==> src/rtl/mem_stage_access_unit.sv <==
// MEM-stage data-memory access unit.
//
// Takes the EX/MEM pipeline-register outputs and performs the data-memory
// access over a req/ready handshake. Doubleword and byte transfers are
// supported. The upstream pipeline is stalled while an access is
// outstanding. Results reach the WB stage through registered outputs.
// Non-memory instructions pass through with one cycle of latency.
//
// Ports:
//   clk, reset            rising-edge clock; synchronous active-low reset
//   address_MEM           effective address, or ALU result for non-memory ops
//   Rd2_Reg_out_MEM       store data
//   MemRead_MEM           load
//   MemWrite_MEM          store (a store wins if both read and write are set)
//   ByteOp_MEM            1 = byte access, 0 = doubleword access
//   RegWrite_MEM          write-back control, forwarded to WB
//   MemtoReg_MEM          write-back control, forwarded to WB
//   Rd_MEM                destination register, forwarded to WB
//   mem_req/we/addr/wdata/be   registered request to the data memory
//   mem_ready, mem_rdata  completion and read data from the data memory
//   stall_MEM             combinational freeze of the upstream stages
//   fault_MEM             one-cycle pulse on misaligned access or timeout
//   *_WB                  registered results for the write-back stage
module mem_stage_access_unit #(
  parameter int TIMEOUT = 16,
  parameter int ADDR_W  = 64
) (
  input  logic              clk,
  input  logic              reset,
  input  logic [ADDR_W-1:0] address_MEM,
  input  logic [63:0]       Rd2_Reg_out_MEM,
  input  logic              MemRead_MEM,
  input  logic              MemWrite_MEM,
  input  logic              ByteOp_MEM,
  input  logic              RegWrite_MEM,
  input  logic              MemtoReg_MEM,
  input  logic [4:0]        Rd_MEM,
  output logic              mem_req,
  output logic              mem_we,
  output logic [ADDR_W-1:0] mem_addr,
  output logic [63:0]       mem_wdata,
  output logic [7:0]        mem_be,
  input  logic              mem_ready,
  input  logic [63:0]       mem_rdata,
  output logic              stall_MEM,
  output logic              fault_MEM,
  output logic              RegWrite_WB,
  output logic              MemtoReg_WB,
  output logic [4:0]        Rd_WB,
  output logic [63:0]       read_data_WB,
  output logic [ADDR_W-1:0] alu_result_WB
);

  typedef enum logic [0:0] {IDLE, BUSY} state_t;

  // Last BUSY cycle count that may still wait for mem_ready.
  localparam logic [7:0] TIMEOUT_LAST = 8'(TIMEOUT - 1);

  state_t     state_reg, state_next;
  logic [7:0] cnt_reg, cnt_next;

  logic       access;
  logic       misaligned;
  logic [2:0] lane;

  // Decoded events for the current cycle.
  logic issue;     // aligned access accepted in IDLE
  logic bad;       // misaligned access rejected in IDLE
  logic complete;  // memory answered in BUSY
  logic abort;     // timeout expired in BUSY

  // Instruction held while its access is outstanding.
  logic              cap_regwrite_reg;
  logic              cap_memtoreg_reg;
  logic              cap_write_reg;
  logic              cap_byte_reg;
  logic [2:0]        cap_lane_reg;
  logic [4:0]        cap_rd_reg;
  logic [ADDR_W-1:0] cap_alu_reg;

  logic [63:0] wdata_byte;
  logic [7:0]  rdata_lanes [8];
  logic [63:0] read_ext;

  assign access     = MemRead_MEM | MemWrite_MEM;
  assign misaligned = !ByteOp_MEM && (address_MEM[2:0] != 3'b000);
  assign lane       = address_MEM[2:0];

  // Byte stores are copied into every lane. mem_be selects the lane that
  // is written. Byte loads pick their lane out of the returned doubleword.
  genvar gi;
  generate
    for (gi = 0; gi < 8; gi++) begin : g_lane
      assign wdata_byte[8*gi +: 8] = Rd2_Reg_out_MEM[7:0];
      assign rdata_lanes[gi]       = mem_rdata[8*gi +: 8];
    end
  endgenerate

  assign read_ext = cap_byte_reg ? {56'b0, rdata_lanes[cap_lane_reg]} : mem_rdata;

  always_comb begin
    state_next = state_reg;
    cnt_next   = cnt_reg;
    stall_MEM  = 1'b0;
    issue      = 1'b0;
    bad        = 1'b0;
    complete   = 1'b0;
    abort      = 1'b0;
    case (state_reg)
      IDLE: begin
        if (access) begin
          if (misaligned) begin
            bad = 1'b1;
          end else begin
            issue      = 1'b1;
            stall_MEM  = 1'b1;
            state_next = BUSY;
            cnt_next   = 8'd0;
          end
        end
      end
      BUSY: begin
        if (mem_ready) begin
          complete   = 1'b1;
          state_next = IDLE;
        end else if (cnt_reg == TIMEOUT_LAST) begin
          abort      = 1'b1;
          state_next = IDLE;
          cnt_next   = 8'd0;
        end else begin
          stall_MEM = 1'b1;
          cnt_next  = cnt_reg + 8'd1;
        end
      end
      default: state_next = IDLE;
    endcase
    // The upstream stages are never frozen while reset is asserted.
    if (!reset) stall_MEM = 1'b0;
  end

  always_ff @(posedge clk) begin
    if (!reset) begin
      state_reg <= IDLE;
      cnt_reg   <= 8'd0;
    end else begin
      state_reg <= state_next;
      cnt_reg   <= cnt_next;
    end
  end

  always_ff @(posedge clk) begin
    if (!reset) begin
      mem_req          <= 1'b0;
      mem_we           <= 1'b0;
      mem_addr         <= '0;
      mem_wdata        <= 64'd0;
      mem_be           <= 8'd0;
      fault_MEM        <= 1'b0;
      RegWrite_WB      <= 1'b0;
      MemtoReg_WB      <= 1'b0;
      Rd_WB            <= 5'd0;
      read_data_WB     <= 64'd0;
      alu_result_WB    <= '0;
      cap_regwrite_reg <= 1'b0;
      cap_memtoreg_reg <= 1'b0;
      cap_write_reg    <= 1'b0;
      cap_byte_reg     <= 1'b0;
      cap_lane_reg     <= 3'd0;
      cap_rd_reg       <= 5'd0;
      cap_alu_reg      <= '0;
    end else begin
      fault_MEM <= bad | abort;
      if (issue) begin
        mem_req          <= 1'b1;
        mem_we           <= MemWrite_MEM;
        mem_addr         <= {address_MEM[ADDR_W-1:3], 3'b000};
        mem_wdata        <= ByteOp_MEM ? wdata_byte : Rd2_Reg_out_MEM;
        mem_be           <= ByteOp_MEM ? (8'd1 << lane) : 8'hFF;
        cap_regwrite_reg <= RegWrite_MEM;
        cap_memtoreg_reg <= MemtoReg_MEM;
        cap_write_reg    <= MemWrite_MEM;
        cap_byte_reg     <= ByteOp_MEM;
        cap_lane_reg     <= lane;
        cap_rd_reg       <= Rd_MEM;
        cap_alu_reg      <= address_MEM;
        // Bubble into WB. The other WB fields keep their previous values.
        RegWrite_WB      <= 1'b0;
      end else if (complete || abort) begin
        // Request fields stay as they are; only mem_req drops.
        mem_req       <= 1'b0;
        RegWrite_WB   <= complete & cap_regwrite_reg;
        MemtoReg_WB   <= cap_memtoreg_reg;
        Rd_WB         <= cap_rd_reg;
        alu_result_WB <= cap_alu_reg;
        read_data_WB  <= (complete && !cap_write_reg) ? read_ext : 64'd0;
      end else if (state_reg == BUSY) begin
        RegWrite_WB <= 1'b0;
      end else begin
        // Plain pass-through. A rejected misaligned access must not write back.
        RegWrite_WB   <= RegWrite_MEM & !bad;
        MemtoReg_WB   <= MemtoReg_MEM;
        Rd_WB         <= Rd_MEM;
        alu_result_WB <= address_MEM;
        read_data_WB  <= 64'd0;
      end
    end
  end

endmodule

==> config.mk <==
export PLATFORM = sky130hd
export DESIGN_NAME = mem_stage_access_unit
export DESIGN_NICKNAME = d
export VERILOG_FILES = /design/src/rtl/mem_stage_access_unit.sv
export SDC_FILE = /design/constraint.sdc
export NUM_CORES = 1
export LEC_CHECK = 0
export CELL_PAD_IN_SITES_DETAIL_PLACEMENT = 0
export CELL_PAD_IN_SITES_GLOBAL_PLACEMENT = 1
export CORE_MARGIN = 2
export CORE_UTILIZATION = 31
export CTS_CLUSTER_SIZE = 30
export DETAILED_ROUTE_END_ITERATION = 10
export GPL_TIMING_DRIVEN = 0
export PLACE_DENSITY_LB_ADDON = 0.1
export SKIP_CTS_REPAIR_TIMING = 1
export SLEW_MARGIN = 40
export SYNTH_ARGS = -nofsm -noshare
export SYNTH_HDL_FRONTEND = slang
export SYNTH_SLANG_ARGS = --single-unit
==> constraint.sdc <==
create_clock -name clk -period 2.94 [get_ports clk]
set_clock_uncertainty 0.2 [all_clocks]
set_input_delay 0.588 -clock clk [delete_from_list [all_inputs] [get_ports clk]]
set_output_delay 0.588 -clock clk [all_outputs]
set_load 0.005 [all_outputs]
; Yosys cells after proc, flatten, opt, wreduce, memory -nomap -nowiden
; Cells that the tools add are included.
; Widths: inputs -> output; s select.
[word_totals]
output_inout_bits = 275
ff_bits = 355
input_bits = 205
elab_cells = 85
[classes]
mux = 39
n_eq_ne = 5
order_cmp = 1
bitwise_logic = 8
shifts = 1
addsub = 1
n_reduce_logical = 11
[op_table]
columns = op, n
row1 = $mux 64, 7
row2 = $mux 8, 7
row3 = $bmux 8 s3, 1
row4 = $mux 1, 20
row5 = $pmux 8 s2, 1
row6 = $mux 5, 2
row7 = $add 8x1->8 const B, 1
row8 = $eq 8x4->1 const B, 1
row9 = $shl 1x3->8 const A, 1
row10 = $ne 2x2->1 const B, 3
row11 = $ge 4x4->1 const B, 1
row12 = $not 3->4, 1
row13 = $logic_not 1->1, 3
row14 = $not 1->1, 3
row15 = $reduce_and 3->1, 1
row16 = $reduce_bool 3->1, 1
row17 = $and 1x1->1, 2
row18 = $logic_and 1x1->1, 2
row19 = $ne 2x1->1 const B, 1
row20 = $or 1x1->1, 2
row21 = $pmux 1 s2, 1
row22 = $reduce_and 2->1, 1
row23 = $reduce_bool 2->1, 1
row24 = $reduce_or 2->1, 1
row25 = $logic_or 1x1->1, 1

; Depth between registers and ports, before layout
[depth]
ltp_word = 9
mapped_depth = 7
depth_no_buf = 5

; Least setup slack after synthesis
; No wires, ideal clock.
[synth_timing]
path_kind = input to output
from = input port address_MEM[2]
to = output port stall_MEM
required_ps = 2152
t_arrival_ps = 1789
n_path_buf = 3
cell_stages = 6
path_slack_ps = 363
cell_sequence = buf_2 nor3_1 o21ai_1 a21oi_1 buf_2 buf_2
[synth_between]
elab_chain_len = 6
[synth_lines]
columns = item, line
row1 = start: declaration, 30  ; input logic [ADDR_W-1:0] address_MEM,
row2 = $reduce_bool 3->1, 86  ; assign misaligned = !ByteOp_MEM && (address_MEM[2:0] != 3'b000);
row3 = $logic_and 1x1->1, 86
row4 = $mux 1, 112  ; if (misaligned) begin
row5 = $mux 1, 111  ; if (access) begin
row6 = $pmux 1 s2, 109  ; case (state_reg)
row7 = $mux 1, 138  ; if (!reset) stall_MEM = 1'b0;
row8 = end: declaration, 45  ; output logic stall_MEM,
; No other way between the ends.

; Worst setup path after layout
[layout_timing]
from = register cnt_reg[4]
to = output port stall_MEM
[layout_between]
elab_chain_len = 5
[layout_lines]
columns = item, line
row1 = start: declaration, 60  ; logic [7:0] cnt_reg, cnt_next;
row2 = start signal: assignment, 147  ; cnt_reg <= cnt_next;
row3 = $eq 8x4->1, 126  ; end else if (cnt_reg == TIMEOUT_LAST) begin
row4 = $mux 1, 126
row5 = $mux 1, 123  ; if (mem_ready) begin
row6 = $pmux 1 s2, 109
row7 = $mux 1, 138
; No other way between the ends.

==> impl_metrics.json <==
{
  "syn_area_per_cell_um2": 8.69,
  "dr.pass1.iters": 7,
  "synth-xor-area-share_pct": 0,
  "switching_share_pct": 26.9,
  "cts_buffers": 35,
  "critPathLaunchType": "flip-flop",
  "synth_compound_area_share_pct": 25.0,
  "synthDistinctLibCells": 46,
  "antenna_found_initial": 4,
  "rows": 71,
  "setup.worst_path.end_class": "primary output",
  "fillers": 3688,
  "p_int_mw": 7.94,
  "netlist_instances": 1370,
  "timing.rr.start": "state_reg$_DFF_P_",
  "core_area_mm2": 0.0378,
  "worst_pin_slew_ns": 0.788,
  "hold_path_class": "flip-flop to flip-flop",
  "start_util_pct": 31.5,
  "cts_sinks": 291,
  "wl_per_cell_um": 20.3,
  "synth_edf_count": 0,
  "routed_wl_um": 49500,
  "crit_path_start": "cnt_reg[4]$_SDFFE_PN0P_",
  "pwr-share-comb_pct": 20.7,
  "async_reset_ff_share_pct": 0,
  "peakVddDrop_v": 0.000284,
  "status": "complete, no violations",
  "grt_max_degree": 12,
  "min_period_over_period_pct": 98.6,
  "final-setup-viol-count": 0,
  "io_buffers": 474,
  "fin_ws_ns": 0.0403,
  "drv_cap": 0,
  "path_clk_slew_ns": 0.05,
  "hold_viol": 0,
  "num_io_pins": 480,
  "hold_start": "mem_wdata[0]$_SDFFE_PN0P_",
  "period_minus_slack_ns": 2.90,
  "criticalPathCategory": "flip-flop to primary output",
  "overflow": 0,
  "slew_headroom_pct": 47.5,
  "clock_latency_ns": 0.51,
  "finalNonFillerCells": 2433,
  "ant_nets": 0,
  "p_clk_share_pct": 38.3,
  "synth_fa_ha_area_share_pct": 0.105,
  "yosysWarnings": 0,
  "p_per_area_mw_per_mm2": 585,
  "clock-root-buffer": "clkbuf_16",
  "grt_pass1_wl_um": 72800,
  "drc": 0,
  "netlist_area_mm2": 0.0119,
  "ys_ff_latch": 291,
  "ys.flop_type": "dfxtp_1",
  "die_h_um": 200,
  "cts_tree": "done",
  "synth_top_family_by_area": "compound AO/OA/AOI/OAI gates",
  "power_frac_seq_pct": 41.1,
  "drtIter0Drc": 526,
  "report.final.slew_viol_count": 0,
  "cts.path.max_buffers": 3,
  "ys_seq_area_share_pct": 48.9,
  "grt_pass1_vias": 12100,
  "place_ws_ns": -1.01,
  "routabilityCongestion": 0.829,
  "crit_required_ns": 2.15,
  "drive_gt1_share_pct": 11.1,
  "nNetsFinal": 2103,
  "dp_hpwl_um": 36100,
  "grtUsageTotal_pct": 23.9,
  "dieArea_mm2": 0.0400,
  "yosys.area_share.simple_pct": 14.0,
  "h-tree-depth": 2,
  "reg_top3": "alu_result_WB (64), mem_wdata (64), read_data_WB (64)",
  "area_growth_pct": 56.1,
  "place_inst": 2357,
  "critPathMaxFanout": 8,
  "synthMuxAreaShare_pct": 3.03,
  "die_w_um": 200,
  "p_leak_nw": 6.96,
  "crit_arrival_ns": 2.11,
  "fmaxAchievable_mhz": 345,
  "vias": 12100,
  "power_mw": 10.9,
  "power.switching_mw": 2.92,
  "vias_per_cell": 4.99,
  "setup_tns_ns": 0
}
-- power by group through the flow --
| stage | registers (mW) | clock network [mW] | logic (mW) |
|---|---|---|---|
| 2_1_floorplan | 4.52 | 0 | 0.919 |
| 3_3_place_gp | 4.54 | 0 | 2.21 |
| 3_5_place_dp | 4.54 | 0 | 2.22 |
| 4_1_cts | 4.46 | 4.26 | 2.23 |
| 5_1_grt | 4.50 | 4.42 | 2.44 |
| 6_report | 4.46 | 4.16 | 2.25 |
-- cells in the final DEF (no fill, tap or decap), types with 8 or more instances in the layout --
cell and n:
a211oi_1 57, buf_2 48, mux4_2 16, clkdlybuf4s50_1 472
clkbuf_16 37, and2_1 10, clkbuf_1 86, a311oi_1 71
a221o_1 8, nand2_1 309, or3_1 8, buf_4 79
a21oi_1 217, dfxtp_1 289, a22o_1 64, nor2_1 67
-- metal layers --
layer | vias up | share of wire [%] | global-route usage, %
met1 | 5807 | 43 | 30.5
li1 | 5862 | - | -
met4 | 0 | 2.2 | 6.26
met3 | 73 | 6.8 | 5.66
met5 | - | 0 | 0
met2 | 394 | 48 | 40.6
-- per-stage QoR --
step / util [%] / cell area, um^2 / hold WS (ns)
2_1_floorplan: - / 11900 / 0.236
3_5_place_dp: 45.9 / 17300 / 0.248
4_1_cts: 48.7 / 18400 / 0.229
3_3_place_gp: 45.8 / 17300 / 0.242
5_1_grt: 49.2 / 18600 / 0.268
6_report: 49.2 / 18600 / 0.251
-- worst paths after layout --
kind / end / slack, ns / depth (start not counted)
max: stall_MEM / 0.04 / 6
min: mem_wdata[0]$_SDFFE_PN0P_ / 0.25 / 2
max reg2reg: read_data_WB[30]$_SDFFE_PN0P_ / 0.26 / 5
min reg2reg: mem_wdata[0]$_SDFFE_PN0P_ / 0.25 / 2
-- layout make-up --
type	instances	area [um^2]	area share, %
Sequential cell	291	5830	31.4
Multi-Input combinational cell	881	5100	27.5
Timing Repair Buffer	488	4850	26.1
Buffer	193	1050	5.67
Clock buffer	55	1030	5.56
Tap cell	511	639	3.44
Clock inverter	3	40.0	0.215
Inverter	7	26.3	0.141
Antenna cell	4	10.0	0.0539
-- worst max-delay path: stages, from the launching register on --
cell      delay [ns]
dfxtp_4         0.35
or4_4           0.55
o211ai_4        0.24
a21oi_2         0.10
buf_6           0.14
buf_8           0.13
clkbuf_2        0.11
-- Yosys cell counts (2+ instances only) --
cell | instances | area [um^2]
nor3_1 | 8 | 40.0
nor2_1 | 67 | 251
o21ai_0 | 7 | 35.0
buf_1 | 2 | 7.51
a21oi_1 | 218 | 1090
nand4_1 | 2 | 12.5
a221o_1 | 8 | 80.1
and2_1 | 10 | 62.6
nand3_1 | 4 | 20.0
or3_1 | 8 | 50.1
a31oi_1 | 5 | 31.3
a311oi_1 | 71 | 622
dfxtp_1 | 291 | 5830
nand4b_1 | 2 | 17.5
buf_2 | 51 | 255
buf_4 | 64 | 480
a22o_1 | 64 | 561
inv_1 | 6 | 22.5
clkbuf_1 | 76 | 285
nand2_1 | 309 | 1160
mux4_2 | 16 | 360
a211oi_1 | 57 | 428
-- cells by family after synthesis --
family | Yosys count
AO/OA/AOI/OAI | 444
buffers and inverters | 200
flip-flops | 291
multiplexers | 16
other | 1
AND/OR/NAND/NOR | 417
adder cells (fa/ha/maj) | 1
(Power assumes the default switching activity.)
